$ cat config.mk
export PLATFORM = sky130hd
export DESIGN_NAME = sprite_row_reader
export DESIGN_NICKNAME = d
export VERILOG_FILES = /design/src/rtl/sprite_row_reader.sv
export SDC_FILE = /design/constraint.sdc
export NUM_CORES = 1
export LEC_CHECK = 0
export CAP_MARGIN = 10
export CORE_ASPECT_RATIO = 1.75
export CORE_MARGIN = 4
export CORE_UTILIZATION = 50
export CTS_CLUSTER_DIAMETER = 30
export DETAILED_ROUTE_END_ITERATION = 10
export GPL_TIMING_DRIVEN = 0
export PLACE_DENSITY = 0.83
export SYNTH_ARGS = -nofsm -noshare
export SYNTH_HDL_FRONTEND = slang
export SYNTH_SLANG_ARGS = --single-unit
$ cat constraint.sdc
create_clock -name clk -period 3.56 [get_ports clk]
set_input_delay 0.712 -clock clk [delete_from_list [all_inputs] [get_ports clk]]
set_output_delay 0.712 -clock clk [all_outputs]
set_load 0.02 [all_outputs]
$ cat src/rtl/sprite_row_reader.sv
// Sprite row reader: fetches one sprite row per scanline from a
// registered-address ROM, buffers it and renders it against the pixel stream.
// Ports: clk, rst (async, active-high); line_start/line_y/sprite_x/sprite_y
// start a line; pix_valid/pix_x pixel stream; rom_addr/rom_data ROM side;
// pixel_on/pixel_out_valid registered pixel result; busy while fetching.
module sprite_row_reader #(
  parameter int WIDTH  = 51,
  parameter int HEIGHT = 60,
  parameter int ADDR_W = 6,
  parameter int X_W    = 11,
  parameter int Y_W    = 10
) (
  input  logic              clk,
  input  logic              rst,
  input  logic              line_start,
  input  logic [Y_W-1:0]    line_y,
  input  logic [X_W-1:0]    sprite_x,
  input  logic [Y_W-1:0]    sprite_y,
  input  logic              pix_valid,
  input  logic [X_W-1:0]    pix_x,
  output logic [ADDR_W-1:0] rom_addr,
  input  logic [WIDTH-1:0]  rom_data,
  output logic              pixel_on,
  output logic              pixel_out_valid,
  output logic              busy
);

  localparam int CW = $clog2(WIDTH);
  localparam logic [Y_W:0] HLIM = (Y_W+1)'(HEIGHT);
  localparam logic [X_W:0] WLIM = (X_W+1)'(WIDTH);

  typedef enum logic [1:0] {
    IDLE,
    ISSUE,
    WAIT,
    CAPTURE
  } state_t;

  state_t state, state_nx;

  logic [X_W-1:0]   x_lat;
  logic [WIDTH-1:0] row_buf;
  logic             row_valid;

  // Row offset with a borrow bit: row[Y_W] set means line above sprite.
  logic [Y_W:0] row;
  logic         row_ok;

  assign row    = {1'b0, line_y} - {1'b0, sprite_y};
  assign row_ok = !row[Y_W] && (row < HLIM);

  always_comb begin
    state_nx = state;
    unique case (state)
      IDLE:    state_nx = IDLE;
      ISSUE:   state_nx = WAIT;
      WAIT:    state_nx = CAPTURE;
      CAPTURE: state_nx = IDLE;
      default: state_nx = IDLE;
    endcase
    // A new line overrides any fetch in flight.
    if (line_start)
      state_nx = row_ok ? ISSUE : IDLE;
  end

  always_ff @(posedge clk or posedge rst) begin
    if (rst)
      state <= IDLE;
    else
      state <= state_nx;
  end

  assign busy = (state != IDLE);

  always_ff @(posedge clk or posedge rst) begin
    if (rst) begin
      x_lat     <= '0;
      rom_addr  <= '0;
      row_buf   <= '0;
      row_valid <= 1'b0;
    end else begin
      if (line_start) begin
        x_lat     <= sprite_x;
        row_valid <= 1'b0;
        if (row_ok)
          rom_addr <= row[ADDR_W-1:0];
      end else if (state == CAPTURE) begin
        row_buf   <= rom_data;
        row_valid <= 1'b1;
      end
    end
  end

  // Pixel path: dx with borrow so columns left of the sprite never wrap.
  logic [X_W:0]     dx;
  logic [CW-1:0]    col;
  logic [WIDTH-1:0] shifted;
  logic             hit;

  assign dx      = {1'b0, pix_x} - {1'b0, x_lat};
  assign col     = dx[CW-1:0];
  assign shifted = row_buf << col;
  assign hit     = pix_valid && row_valid && !dx[X_W] &&
                   (dx < WLIM) && shifted[WIDTH-1];

  always_ff @(posedge clk or posedge rst) begin
    if (rst) begin
      pixel_on        <= 1'b0;
      pixel_out_valid <= 1'b0;
    end else begin
      pixel_on        <= hit;
      pixel_out_valid <= pix_valid;
    end
  end

endmodule

Word level (Yosys, flattened, before mapping). Index checks and enable logic that the tools add are counted.

Register bits after elaboration: 73. Input port bits: 97. Output and inout bits: 9. Logic and storage cells: 34.

Add/subtract/negate cells: 2. Magnitude comparators: 2. Eq/ne operators: 3. Shift operators: 1. Muxes and demuxes: 5. Bitwise operators: 1. Reduce and logical (&&, ||, !) cells: 13.

Operator list (number): left shift 51 x 6 -> 51 bit (1); < comparator 12 x 6 -> 1 bit (second input constant) (1); subtractor 11 x 11 -> 12 bit (1); < comparator 11 x 6 -> 1 bit (second input constant) (1); subtractor 10 x 10 -> 11 bit (1); one-hot mux 2 bit (3 select lines) (1); logical AND 1 bit (5); == test 2 bit (second input constant) (2); AND reduction 2 bit (2); nonzero test 2 bit (2); two-way mux 1 bit (3); == test 2 x 1 -> 1 bit (second input constant) (1); logical NOT 1 bit (2); logical NOT 2 bit (1); two-way mux 2 bit (1); OR reduction 2 bit (1); inverter 1 bit (1).

Depth between registers and ports, before layout.
Depth in word-level cells: 5. Mapped depth: 11. Depth with buffers taken out: 11.

Least setup slack after synthesis. Ideal clock, no wire load.

Path type: input -> register. From: input port pix_x[0]. To: register pixel_on. Library setup time: 122 ps. Data arrival time: 2811 ps. Data required time: 3438 ps. Slack: 626 ps. Stages on the path: 9. Buffers on the path: 1. Cells stage by stage: inv_1 ha_1 inv_1 fa_1 clkbuf_1 mux4_1 mux4_1 nor3_2 nor4b_2.

Cells in the longest elaborated chain, start to end: 5. Elaborated cells on any way between the ends: 7. Those cells by class: 1 x add/sub; 1 x order compare; 1 x shift; 4 x reduce/logical.

RTL lines: from (decl) (line 20) `input logic [X_W-1:0] pix_x,`; subtractor 11 x 11 -> 12 bit (*) (line 100) `assign dx = {1'b0, pix_x} - {1'b0, x_lat};`; branches (longest 3 deep; another with < comparator 12 x 6 -> 1 bit); logical AND 1 bit (*) (line 104) `(dx < WLIM) && shifted[WIDTH-1];`; net hit (line 98) `logic hit;`; to (signal assigned) (line 111) `pixel_on <= hit;`; to (decl) (line 23) `output logic pixel_on,`.

Mark *: on every way through the listed nets, which the timed path passes. A chain may end at the register's enable or synchronous reset.

Worst setup path after layout. Ends and elaborated chain as after synthesis.

==> key figures <==
Floorplanning
  – Die Y: 129 um
  – Boundary Pins: 106
  – Die span in x: 77.0 um
  – Std-Cell Rows: 43
  – CORE AREA: 8020 sq um
  – Initial Utilization: 0.520
  – Die area: 9920 sq um

Critical path
  – R2r startpoint: x_lat[0]
  – CP max FO: 10
  – CP max stage cell: fa_1
  – Worst endpoint required time: 3780 ps
  – Crit-path cells: clkdlybuf4s50_1, inv_1, ha_1, inv_1, fa_1, clkbuf_2, mux4_1, mux4_1, nor3_2, nor4b_2
  – Crit path buf inv count: 4
  – Max stage delay on crit path: 630 ps
  – Worst setup startpoint: pix_x[0]
  – Crit path kind: in2reg
  – Data arrival, critical path: 3430 ps
  – Setup crit end kind: flop
  – Startpoint types: primary input
  – Crit-path leading delay family: multiplexers

Final layout
  – Highest-count cells in the layout ignoring fill and taps: clkdlybuf4s50_1, dfrtp_1, mux2_2
  – Final core occ: 0.706
  – Filler instances: 579
  – Finished Layout Cells: 556
  – Layout area overhead: 35.8%
  – Commonest non-fill, non-tap cell in the layout: clkdlybuf4s50_1
  – Register area: 1830 sq um
  – Fraction of layout cells with a size suffix above 1: 0.183
  – Final net count: 584
  – Multi-input logic area: 2150 sq um

Yosys
  – Post-synth top area share: 0.438
  – Syn_nets: 469
  – Yosys reg bits: 73
  – Post-Syn Area: 4170 sq um
  – Sequential area share after synthesis: 0.438
  – Main flop type after synthesis: dfrtp_1
  – Synth area leader: dfrtp_1
  – Area contributors post-synth: dfrtp_1, mux2_2, ha_1
  – Post-Synthesis Cells: 346
  – Synth async-reset ratio: 1.00
  – Netlist cell types: 43
  – Mean Syn Cell Area: 12.0 sq um
  – Post-synth EDFFs: 0
  – Yosys warning count: 0

STA
  – FMAX: 0.311 GHz
  – Final min period: 3210 ps
  – # setup viols final: 0
  – RSZ-0062 raised after global routing: no
  – Worst Tran Pin Value: 881 ps
  – Slew Limit Fails: 0
  – Final hold vios: 0
  – Max-slew headroom: 0.412
  – Setup Total Neg Slack: 0 ps
  – Clock Skews: 3.59 ps
  – Final worst slack: 346 ps
  – Final worst-path cycle share: 0.903

Clock network
  – Clk sinks: 73
  – Clk root buf: clkbuf_16
  – Clock Pin Slew Worst Setup and Hold Paths: 50 ps
  – CTS tree: built
  – H-tree levels: 3
  – CTS max path bufs: 2
  – Clock Latency Late Sink: 330 ps
  – Total CTS buffers: 9
  – Setup Fix Bufs, Post-CTS: 0

Route
  – First drt pass iteration count: 4
  – DRT iter0 DRCs: 59
  – Routed WL: 9440 um
  – Vias: 3074
  – Vias per cell: 5.53
  – Final ANT Viol Nets: 0
  – # DRC: 0
  – Drt wl/cell: 17.0 um

Power and ir drop
  – Power Total: 0.00267 W
  – Leakage power: 2.67 nW
  – Worst IR Drop VDD: 0.443 mV
  – PwrDens: 472 nW/um^2

Global route
  – Initial antenna violation count: 1
  – First-pass GRT wire length: 15600 um
  – Gr usage total: 0.206
  – Grt ovf: 0
  – Pin count of the biggest net entering global routing: 74
  – Vias in the first global route: 3392

Hold path
  – Hold path start: row_buf[10]
  – Hold Path Class: reg2reg

Status
  – Status: finished, final reports clean

Place
  – Global placement routability congestion: 0.862
  – # port buffers: 104
  – DP HPWL: 7270 um
  – DP Cell Count: 540
  – Setup WS pre-CTS: -190 ps

Job
  – Max-cap violations: 0
-- worst paths after layout --
check | to | slack (ps) | depth (start not counted)
max in group asynchronous | row_buf[49] | 2070 | 2
min in group asynchronous | rom_addr[1] | 920 | 2
worst max register to register | pixel_on | 830 | 8
worst min-delay path | row_buf[10] | 500 | 1
worst max-delay path | pixel_on | 350 | 10
worst min register to register | row_buf[10] | 500 | 1
-- power by group --
part           internal, W  switching (W)  total (W)
sequential        0.000933      0.0000477   0.000981
combinational     0.000376       0.000309   0.000685
clock             0.000677       0.000328    0.00100
-- synthesized netlist by cell type, drive strengths merged (2+ instances only) --
cell type / instances
nand3b: 2
mux4: 14
nor2: 12
inv: 35
nor3: 5
clkbuf: 10
nand2: 20
dfrtp: 73
a211oi: 3
o211ai: 3
o2111ai: 3
nand2b: 3
o21a: 4
fa: 2
xor2: 4
nand3: 7
o21ai: 21
a21oi: 11
mux2i: 5
buf: 2
ha: 24
nor2b: 7
xnor2: 4
o21bai: 2
mux2: 57
-- logic make-up after synthesis --
logic type / count (synthesis) / synth area share
compound gates: 58 / 0.0933
fa+ha+maj: 26 / 0.0816
mux: 76 / 0.252
xor+xnor: 8 / 0.0213
flops: 73 / 0.438
buf+inv: 47 / 0.0459
simple gates: 58 / 0.0681
-- state kept, by name, summed over array words and instances, names as in the netlist --
name             cells
row_valid            1
pixel_out_valid      1
rom_addr             6
state                2
pixel_on             1
x_lat               11
row_buf             51
-- layout make-up --
type / instances / share of cell area
inverter: 35 / 0.0236
clock inverter: 6 / 0.0190
timing repair buffer: 104 / 0.184
sequential: 73 / 0.323
buffer: 12 / 0.0108
clock buffer: 9 / 0.0398
multi-input combinational: 226 / 0.380
tap: 90 / 0.0199
antenna: 1 / 0.000442
-- through the flow --
step	area (sq um)	hold WS [ps]
floorplan	4170	465
global placement	5320	481
detailed placement	5330	489
CTS	5660	501
global route	5660	516
finish	5660	499
-- per-layer routing --
layer | vias up | wire [um] | part of all wire | GRT usage
li1 | 1479 | - | - | -
met1 | 1492 | 3470 | 0.37 | 0.207
met2 | 80 | 5130 | 0.54 | 0.385
met3 | 23 | 504 | 0.053 | 0.0539
met4 | 0 | 341 | 0.036 | 0.107
met5 | - | 0 | 0 | 0
-- timing repair --
action	4_1_cts	5_1_grt
setup endpoints to repair	0	1
gates resized for setup	0	2
hold buffers	0	0
Power figures use the tool's default switching activity.
